**config.mk**
```make
export PLATFORM = sky130hd
export DESIGN_NAME = tm1638_responder
export DESIGN_NICKNAME = d
export VERILOG_FILES = /design/src/rtl/tm1638_pkg.sv /design/src/rtl/tm1638_sync_edge.sv /design/src/rtl/tm1638_responder.sv
export SDC_FILE = /design/constraint.sdc
export NUM_CORES = 1
export LEC_CHECK = 0
export ABC_AREA = 0
export BUFFER_PORTS_ARGS = -buffer_cell sky130_fd_sc_hd__buf_2
export CORE_MARGIN = 2
export CORE_UTILIZATION = 40
export DETAILED_ROUTE_END_ITERATION = 16
export PLACE_DENSITY = 0.65
export SLEW_MARGIN = 20
export SYNTH_ARGS = -nofsm -noshare
export SYNTH_HDL_FRONTEND = slang
export SYNTH_SLANG_ARGS = --single-unit
```
**constraint.sdc**
```tcl
create_clock -name clk -period 3 [get_ports clk]
set_clock_uncertainty 0.15 [all_clocks]
set_input_delay 0.75 -clock clk [delete_from_list [all_inputs] [get_ports clk]]
set_output_delay 0.75 -clock clk [all_outputs]
set_load 0.01 [all_outputs]
```
**src/rtl/tm1638_pkg.sv**
```systemverilog
// TM1638 responder shared definitions: command fields, mode codes,
// FSM states and the key-byte selector.
package tm1638_pkg;

    localparam logic [1:0] CMD_DATA = 2'b01;
    localparam logic [1:0] CMD_CTRL = 2'b10;
    localparam logic [1:0] CMD_ADDR = 2'b11;

    localparam logic [1:0] DATA_WRITE = 2'b00;
    localparam logic [1:0] DATA_READ  = 2'b10;

    localparam logic MODE_WRITE = 1'b0;
    localparam logic MODE_READ  = 1'b1;

    typedef enum logic [2:0] {
        ST_IDLE,
        ST_CMD,
        ST_WDATA,
        ST_RDATA,
        ST_DROP
    } state_t;

    function automatic logic [7:0] key_byte(
        input logic [31:0] keys,
        input logic [1:0]  idx
    );
        return keys[{idx, 3'b000} +: 8];
    endfunction

endpackage

```
**src/rtl/tm1638_sync_edge.sv**
```systemverilog
// N-flop input synchronizer with rise/fall pulses on the synced level.
// RST_VAL matches the line's idle level so reset never fakes an edge.
module tm1638_sync_edge #(
    parameter int   N       = 2,
    parameter logic RST_VAL = 1'b1
) (
    input  logic clk,
    input  logic reset_n,
    input  logic d,
    output logic q,
    output logic rise,
    output logic fall
);

    logic [N-1:0] sync;
    logic         prev;

    always_ff @(posedge clk or negedge reset_n) begin
        if (!reset_n) begin
            sync <= {N{RST_VAL}};
            prev <= RST_VAL;
        end else begin
            sync <= {sync[N-2:0], d};
            prev <= sync[N-1];
        end
    end

    assign q    = sync[N-1];
    assign rise = q & ~prev;
    assign fall = ~q & prev;

endmodule

```
**src/rtl/tm1638_responder.sv**
```systemverilog
// Device-side TM1638 link: LSB-first command/data receiver, 16x8 display
// RAM, display control and key-scan readback.
module tm1638_responder
    import tm1638_pkg::*;
#(
    parameter int SYNC_STAGES = 2,
    parameter int RAM_DEPTH   = 16
) (
    input  logic        clk,
    input  logic        reset_n,
    input  logic        spi_clk,
    input  logic        spi_cs_n,
    input  logic        spi_di,
    output logic        spi_do,
    output logic        spi_oe,
    input  logic [31:0] key_data,
    input  logic [3:0]  disp_addr,
    output logic [7:0]  disp_data,
    output logic        disp_on,
    output logic [2:0]  brightness,
    output logic        wr_strobe,
    output logic [3:0]  wr_addr,
    output logic        cmd_err
);

    logic clk_q, clk_rise, clk_fall;
    logic cs_q, cs_rise, cs_fall;
    logic di_q, di_rise, di_fall;

    tm1638_sync_edge #(.N(SYNC_STAGES), .RST_VAL(1'b1)) u_sync_clk (
        .clk(clk), .reset_n(reset_n), .d(spi_clk),
        .q(clk_q), .rise(clk_rise), .fall(clk_fall)
    );

    tm1638_sync_edge #(.N(SYNC_STAGES), .RST_VAL(1'b1)) u_sync_cs (
        .clk(clk), .reset_n(reset_n), .d(spi_cs_n),
        .q(cs_q), .rise(cs_rise), .fall(cs_fall)
    );

    tm1638_sync_edge #(.N(SYNC_STAGES), .RST_VAL(1'b0)) u_sync_di (
        .clk(clk), .reset_n(reset_n), .d(spi_di),
        .q(di_q), .rise(di_rise), .fall(di_fall)
    );

    logic unused_sync;
    assign unused_sync = ^{clk_q, di_rise, di_fall};

    state_t      state_q, state_d;
    logic [2:0]  bit_cnt;
    logic [6:0]  shreg;
    logic [7:0]  byte_q;
    logic        byte_vld;
    logic        act;
    logic        cmd_bad;
    logic [3:0]  addr;
    logic        mode;
    logic        fixed;
    logic [1:0]  key_idx;
    logic [7:0]  key_sh;
    logic [7:0]  ram [RAM_DEPTH];

    assign disp_data = ram[disp_addr];
    assign act       = byte_vld & ~cs_rise;

    always_comb begin
        state_d = state_q;
        cmd_bad = 1'b0;
        if (cs_rise) begin
            state_d = ST_IDLE;
        end else begin
            case (state_q)
                ST_IDLE: if (cs_fall) state_d = ST_CMD;
                ST_CMD: begin
                    if (byte_vld) begin
                        state_d = ST_DROP;
                        case (byte_q[7:6])
                            CMD_DATA: begin
                                if (byte_q[1:0] == DATA_READ)
                                    state_d = ST_RDATA;
                                else if (byte_q[1:0] != DATA_WRITE)
                                    cmd_bad = 1'b1;
                            end
                            CMD_ADDR: begin
                                if (mode == MODE_WRITE)
                                    state_d = ST_WDATA;
                            end
                            CMD_CTRL: ;
                            default: cmd_bad = 1'b1;
                        endcase
                    end
                end
                default: ;
            endcase
        end
    end

    always_ff @(posedge clk or negedge reset_n) begin
        if (!reset_n) state_q <= ST_IDLE;
        else          state_q <= state_d;
    end

    // A completed byte is registered here and acted on one cycle later.
    always_ff @(posedge clk or negedge reset_n) begin
        if (!reset_n) begin
            bit_cnt  <= '0;
            shreg    <= '0;
            byte_q   <= '0;
            byte_vld <= 1'b0;
        end else begin
            byte_vld <= 1'b0;
            if (cs_rise || cs_fall) begin
                bit_cnt <= '0;
            end else if (clk_rise && !cs_q) begin
                shreg   <= {di_q, shreg[6:1]};
                bit_cnt <= bit_cnt + 3'd1;
                if (bit_cnt == 3'd7) begin
                    byte_q   <= {di_q, shreg};
                    byte_vld <= 1'b1;
                end
            end
        end
    end

    always_ff @(posedge clk or negedge reset_n) begin
        if (!reset_n) begin
            spi_do     <= 1'b0;
            spi_oe     <= 1'b0;
            disp_on    <= 1'b0;
            brightness <= '0;
            wr_strobe  <= 1'b0;
            wr_addr    <= '0;
            cmd_err    <= 1'b0;
            addr       <= '0;
            mode       <= MODE_WRITE;
            fixed      <= 1'b0;
            key_idx    <= '0;
            key_sh     <= '0;
            for (int i = 0; i < RAM_DEPTH; i++) ram[i] <= 8'h00;
        end else begin
            wr_strobe <= 1'b0;
            cmd_err   <= cmd_bad;
            if (cs_rise) begin
                spi_oe <= 1'b0;
                spi_do <= 1'b0;
            end else if (clk_fall && spi_oe) begin
                spi_do <= key_sh[0];
                key_sh <= {1'b0, key_sh[7:1]};
            end
            if (act) begin
                case (state_q)
                    ST_CMD: begin
                        case (byte_q[7:6])
                            CMD_DATA: begin
                                if (!cmd_bad) begin
                                    mode  <= (byte_q[1:0] == DATA_READ) ?
                                             MODE_READ : MODE_WRITE;
                                    fixed <= byte_q[2];
                                end
                                if (state_d == ST_RDATA) begin
                                    spi_oe  <= 1'b1;
                                    key_sh  <= key_byte(key_data, 2'd0);
                                    key_idx <= 2'd1;
                                end
                            end
                            CMD_ADDR: addr <= byte_q[3:0];
                            CMD_CTRL: begin
                                disp_on    <= byte_q[3];
                                brightness <= byte_q[2:0];
                            end
                            default: ;
                        endcase
                    end
                    ST_WDATA: begin
                        ram[addr] <= byte_q;
                        wr_strobe <= 1'b1;
                        wr_addr   <= addr;
                        if (!fixed) addr <= addr + 4'd1;
                    end
                    ST_RDATA: begin
                        key_sh  <= key_byte(key_data, key_idx);
                        key_idx <= key_idx + 2'd1;
                    end
                    default: ;
                endcase
            end
        end
    end

endmodule

```
* Yosys cells after proc, flatten, opt, wreduce, memory -nomap -nowiden
Cells that the tools add are included.
** Word-level totals
- Bits in registers :: 186
- Input bits :: 41
- Output and inout bits :: 20
- Logic and storage cells :: 137
** Cells by class
- Add/sub/neg operators :: 3
- Magnitude comparators :: 3
- Equality and inequality tests :: 13
- Shift operators :: 1
- Muxes and demuxes :: 46
- Bitwise operators :: 14
- Reduce and logical (&&, ||, !) cells :: 19
** Operator list (number)
- $bwmux 128 :: 1
- $mux 8 :: 8
- $bmux 8 s4 :: 1
- $demux 8 s4 :: 1
- $shiftx 32x6->8 :: 1
- $mux 3 :: 7
- $mux 1 :: 18
- $pmux 8 s2 :: 1
- $pmux 3 s2 :: 2
- $reduce_and 4->1 :: 3
- $ge 5x5->1 const B :: 2
- $not 4->5 :: 2
- $reduce_bool 2->1 :: 5
- $eq 3x2->1 const B :: 3
- $mux 4 :: 2
- $pmux 4 s2 :: 1
- $not 1->1 :: 7
- $eq 2x2->1 const B :: 3
- $ne 2x2->1 const B :: 3
- $reduce_and 3->1 :: 2
- $and 1x1->1 :: 5
- $lt 5x1->1 const B :: 1
- $add 4x1->4 const B :: 1
- $mux 2 :: 2
- 14 further kinds :: 17

* Depth between registers and ports, before layout
- Depth after elaboration :: 11
- Depth in mapped cells :: 10
- Gate-level depth less buffers :: 8

* Hierarchy
A second synthesis with hierarchy kept.
** Unflattened totals
- Cell total of the unflattened synthesis :: 572
- Area total of the unflattened synthesis :: 8844.7 um2
** Modules (own cells, without submodules)
- tm1638_responder :: instances 1, cells an instance 557, area each 8567.0 um2, seq. area each 4454.3 um2
- tm1638_sync_edge (u_sync_clk ...) :: instances 2, cells an instance 5, area each 93.8 um2, seq. area each 78.8 um2
- tm1638_sync_edge (u_sync_di) :: instances 1, cells an instance 5, area each 90.1 um2, seq. area each 75.1 um2

* Least setup slack after synthesis
No wires, ideal clock.
- Kind :: input-to-output
- Start point :: input port disp_addr[0]
- End point :: output port disp_data[0]
- Arrival time :: 2.292 ns
- Required time :: 2.100 ns
- Path slack :: -0.192 ns
- Cell stages on the path :: 4
- Buffers on the path :: 2
- Path through :: clkbuf_1 buf_2 mux4_2 mux4_2
** On the way
- Word-level cells in the longest chain between the ends :: 4
** Ends and longest elaborated chain
- from (decl) :: line tm1638_responder.sv:17 : input logic [3:0] disp_addr,
- $not 4->5 (not written as such) :: line tm1638_responder.sv:62 : assign disp_data = ram[disp_addr];
- $bmux 8 s4 :: line tm1638_responder.sv:62
- $mux 8 (not written as such) (2 in series) :: line tm1638_responder.sv:62
- to (decl) :: line tm1638_responder.sv:18 : output logic [7:0] disp_data,
No other way between the ends. The select of a mux whose other input is x is not followed.

* Worst setup path after layout
- Start point :: input port disp_addr[0]
- End point :: output port disp_data[2]
The elaborated chain is that of the path after synthesis.

==> metrics.cfg <==
[route]
wirelength_um = 19300
ant_nets = 0
routedWlPerCell_um = 21.0
viasPerCell = 5.46
drt_pre_antenna_iters = 4
vias = 5034
initialDrtViolationCount = 291
drc = 0

[power_and_ir_drop]
powerDensity_nw_per_um2 = 493
static-leakage-power_uw = 0.00474
ir_drop_v = 0.000414

[floorplan]
io_pins = 61
start_util_pct = 40.8
die_h_um = 151
dieArea_um2 = 22700
die_x_um = 151
row_count = 53
design.core.area_um2 = 21100

[timing]
hold_slack_ns = 0.122
clock.fmax_ghz = 0.325
rsz0062_at_grt = yes
setup_tns_ns = -0.416
slew_headroom_pct = 54.5
worst_slack_ns = -0.0800
setup_violations = 8
period_share_pct = 103
post-route-min-period_ns = 3.08
maxSlewViolCount = 0
tightest_slew_ns = 0.683
final_hold_viol_count = 0

[layout]
register_area_um2 = 4660
stdcell_area_um2 = 10000
antennaDiodeCount = 0
final_util_pct = 47.4
multiInputGateArea_um2 = 3760
drive_gt1_share_pct = 51.9
nets = 684
nFillCells = 1832
syn_to_final_growth_pct = 16.1

[yosys]
syn-num-nets = 619
yosysWarnings = 0
synth_common_cells = 180 x dfrtp_1, 146 x mux2_2, 48 x mux4_2
yosysSeqAreaShare_pct = 54.1
synth.avg_cell_area_um2 = 15.1
synth_top_family_by_area = multiplexers
yosys.area.top_type_share_pct = 52.3
synth_cells = 570
ys_types = 49
netlist_top_cells_area = dfrtp_1 52%, mux2_2 19%, mux4_2 13%
yosysMostFrequentCell = dfrtp_1
synth_edf_count = 0
synthFlopType = dfrtp_1
muxShareOfSynthArea_pct = 33.2
synthSimpleGateAreaFrac_pct = 6.02
synth-xor-area-share_pct = 0.203
synth_top_cell_by_area = dfrtp_1
synth_compound_area_share_pct = 3.02
synthAdderAreaFrac_pct = 1.16
ys_async_sr_fraction_pct = 100
ys_ff_latch = 186
syn-cell-area_um2 = 8610

[critical_path]
cp_top_family = multiplexers
max_stage_delay_ns = 0.51
path_class = input pin to primary output
end_kind = primary output
cp.buffers_inverters = 3
critPathLaunchType = input pin
path_max_fanout = 8
path_cells = buf_12 -> buf_12 -> mux4_2 -> mux4_2 -> buf_6
worstPathRequired_ns = 2.10
slowest_stage = mux4_2
crit_arrival_ns = 2.18

[global_routing]
grt_pass1_wl_um = 30400
grt_max_degree = 58
grt_pass1_vias = 5457
globalRouteOverflowTotal = 0
grt.total_usage_pct = 17.9
antenna_found_initial = 0

[placed_design]
portBuffers = 60
hpwl_um = 13000
place.gp.congestion = 0.812
dpl_cell_area_um2 = 9320
dp_slack_ns = -0.193

[clocking]
postCtsSetupBuffers = 0
cts_root_buffer = clkbuf_16
cts_buffer_depth = 2
cts_tree = done
cts_buffers = 17
clk_pin_slew_ns = 0.07
clock_sinks = 186
h-tree-depth = 4
clk_latency_ns = 0.43
holdBufCountCts = 0

[job]
cap_violations = 0

[outcome]
status = complete, but fails checks
violations = negative setup slack

[hold_path]
hold_path.class = input pin to async pin

==> state kept, by name, summed over array words and instances, names as in the netlist, 2 cells and up <==
register,count
addr,4
bit_cnt,3
brightness,3
byte_q,8
key_idx,2
key_sh,8
ram,128
shreg,7
state_q,3
u_sync_clk.sync,2
u_sync_cs.sync,2
u_sync_di.sync,2
wr_addr,4
==> what timing repair did <==
| action | 4_1_cts | 5_1_grt |
|---|---|---|
| gates resized for setup | 14 | 0 |
| setup endpoints to repair | 8 | 8 |
| gates cloned | 2 | 0 |
==> power breakdown <==
| part | total (uW) | switching (uW) | internal, uW |
|---|---|---|---|
| Combinational | 214 | 111 | 103 |
| Clock | 2150 | 1050 | 1090 |
| Sequential | 2570 | 26.2 | 2550 |
| Total | 4930 | 1190 | 3740 |
==> placed cells by master (no fill, tap or decap), types with 5 or more instances in the layout <==
| cell | n |
|---|---|
| mux2i_1 | 11 |
| ha_1 | 8 |
| nor2_1 | 9 |
| nand2_1 | 19 |
| mux2_2 | 146 |
| buf_6 | 8 |
| dfrtp_1 | 180 |
| buf_12 | 6 |
| dfstp_2 | 6 |
| inv_1 | 8 |
| nand2_2 | 13 |
| clkbuf_16 | 17 |
| buf_2 | 51 |
| o21ai_0 | 16 |
| a22oi_1 | 6 |
| buf_4 | 15 |
| nor2b_1 | 5 |
| mux4_2 | 48 |
| nand4_1 | 5 |
| nor3_1 | 5 |
==> routing by layer <==
metal  vias to the layer above  part of all wire (%)  track usage [%]
met2                        93                    51             30.0
met3                        26                   3.9             3.36
met1                      2665                    43             23.9
li1                       2250                     -                -
met5                         -                     0                0
met4                         0                   1.7             5.14
==> layout make-up <==
cell class / instances / share of cell area, %
clock buffer: 17 / 4.25
clock inverter: 14 / 1.40
inverter: 9 / 0.338
multi-input combinational: 339 / 37.6
sequential: 186 / 46.6
tap: 275 / 3.44
timing repair buffer: 82 / 6.33
==> cell families (layout without fill, tap and decap cells) <==
group                    Yosys count  in the layout
AO/OA/AOI/OAI                     36             36
buffers and inverters             45            122
flip-flops                       186            186
XOR/XNOR                           2              2
multiplexers                     207            207
adder cells (fa/ha/maj)            8              8
AND/OR/NAND/NOR                   86             86
==> path summary, 6_finish.rpt <==
path | to | from | depth (start not counted) | slack, ns
min | ram[69] | reset_n | 1 | 0.12
min reg2reg | u_sync_clk.sync[1] | u_sync_clk.sync[0] | 0 | 0.21
max reg2reg | ram[77] | u_sync_cs.prev | 8 | 0.41
max in group asynchronous | ram[39] | reset_n | 2 | 1.78
max | disp_data[2] | disp_addr[0] | 5 | -0.08
min in group clk | u_sync_clk.sync[1] | u_sync_clk.sync[0] | 0 | 0.21
==> metrics by stage <==
step,std cells,total power (uW)
2_1_floorplan,570,2710
3_3_place_gp,889,2820
3_5_place_dp,889,2830
4_1_cts,922,4980
5_1_grt,922,5120
6_report,922,4930
Note: power is estimated with default switching activity, not from simulation.
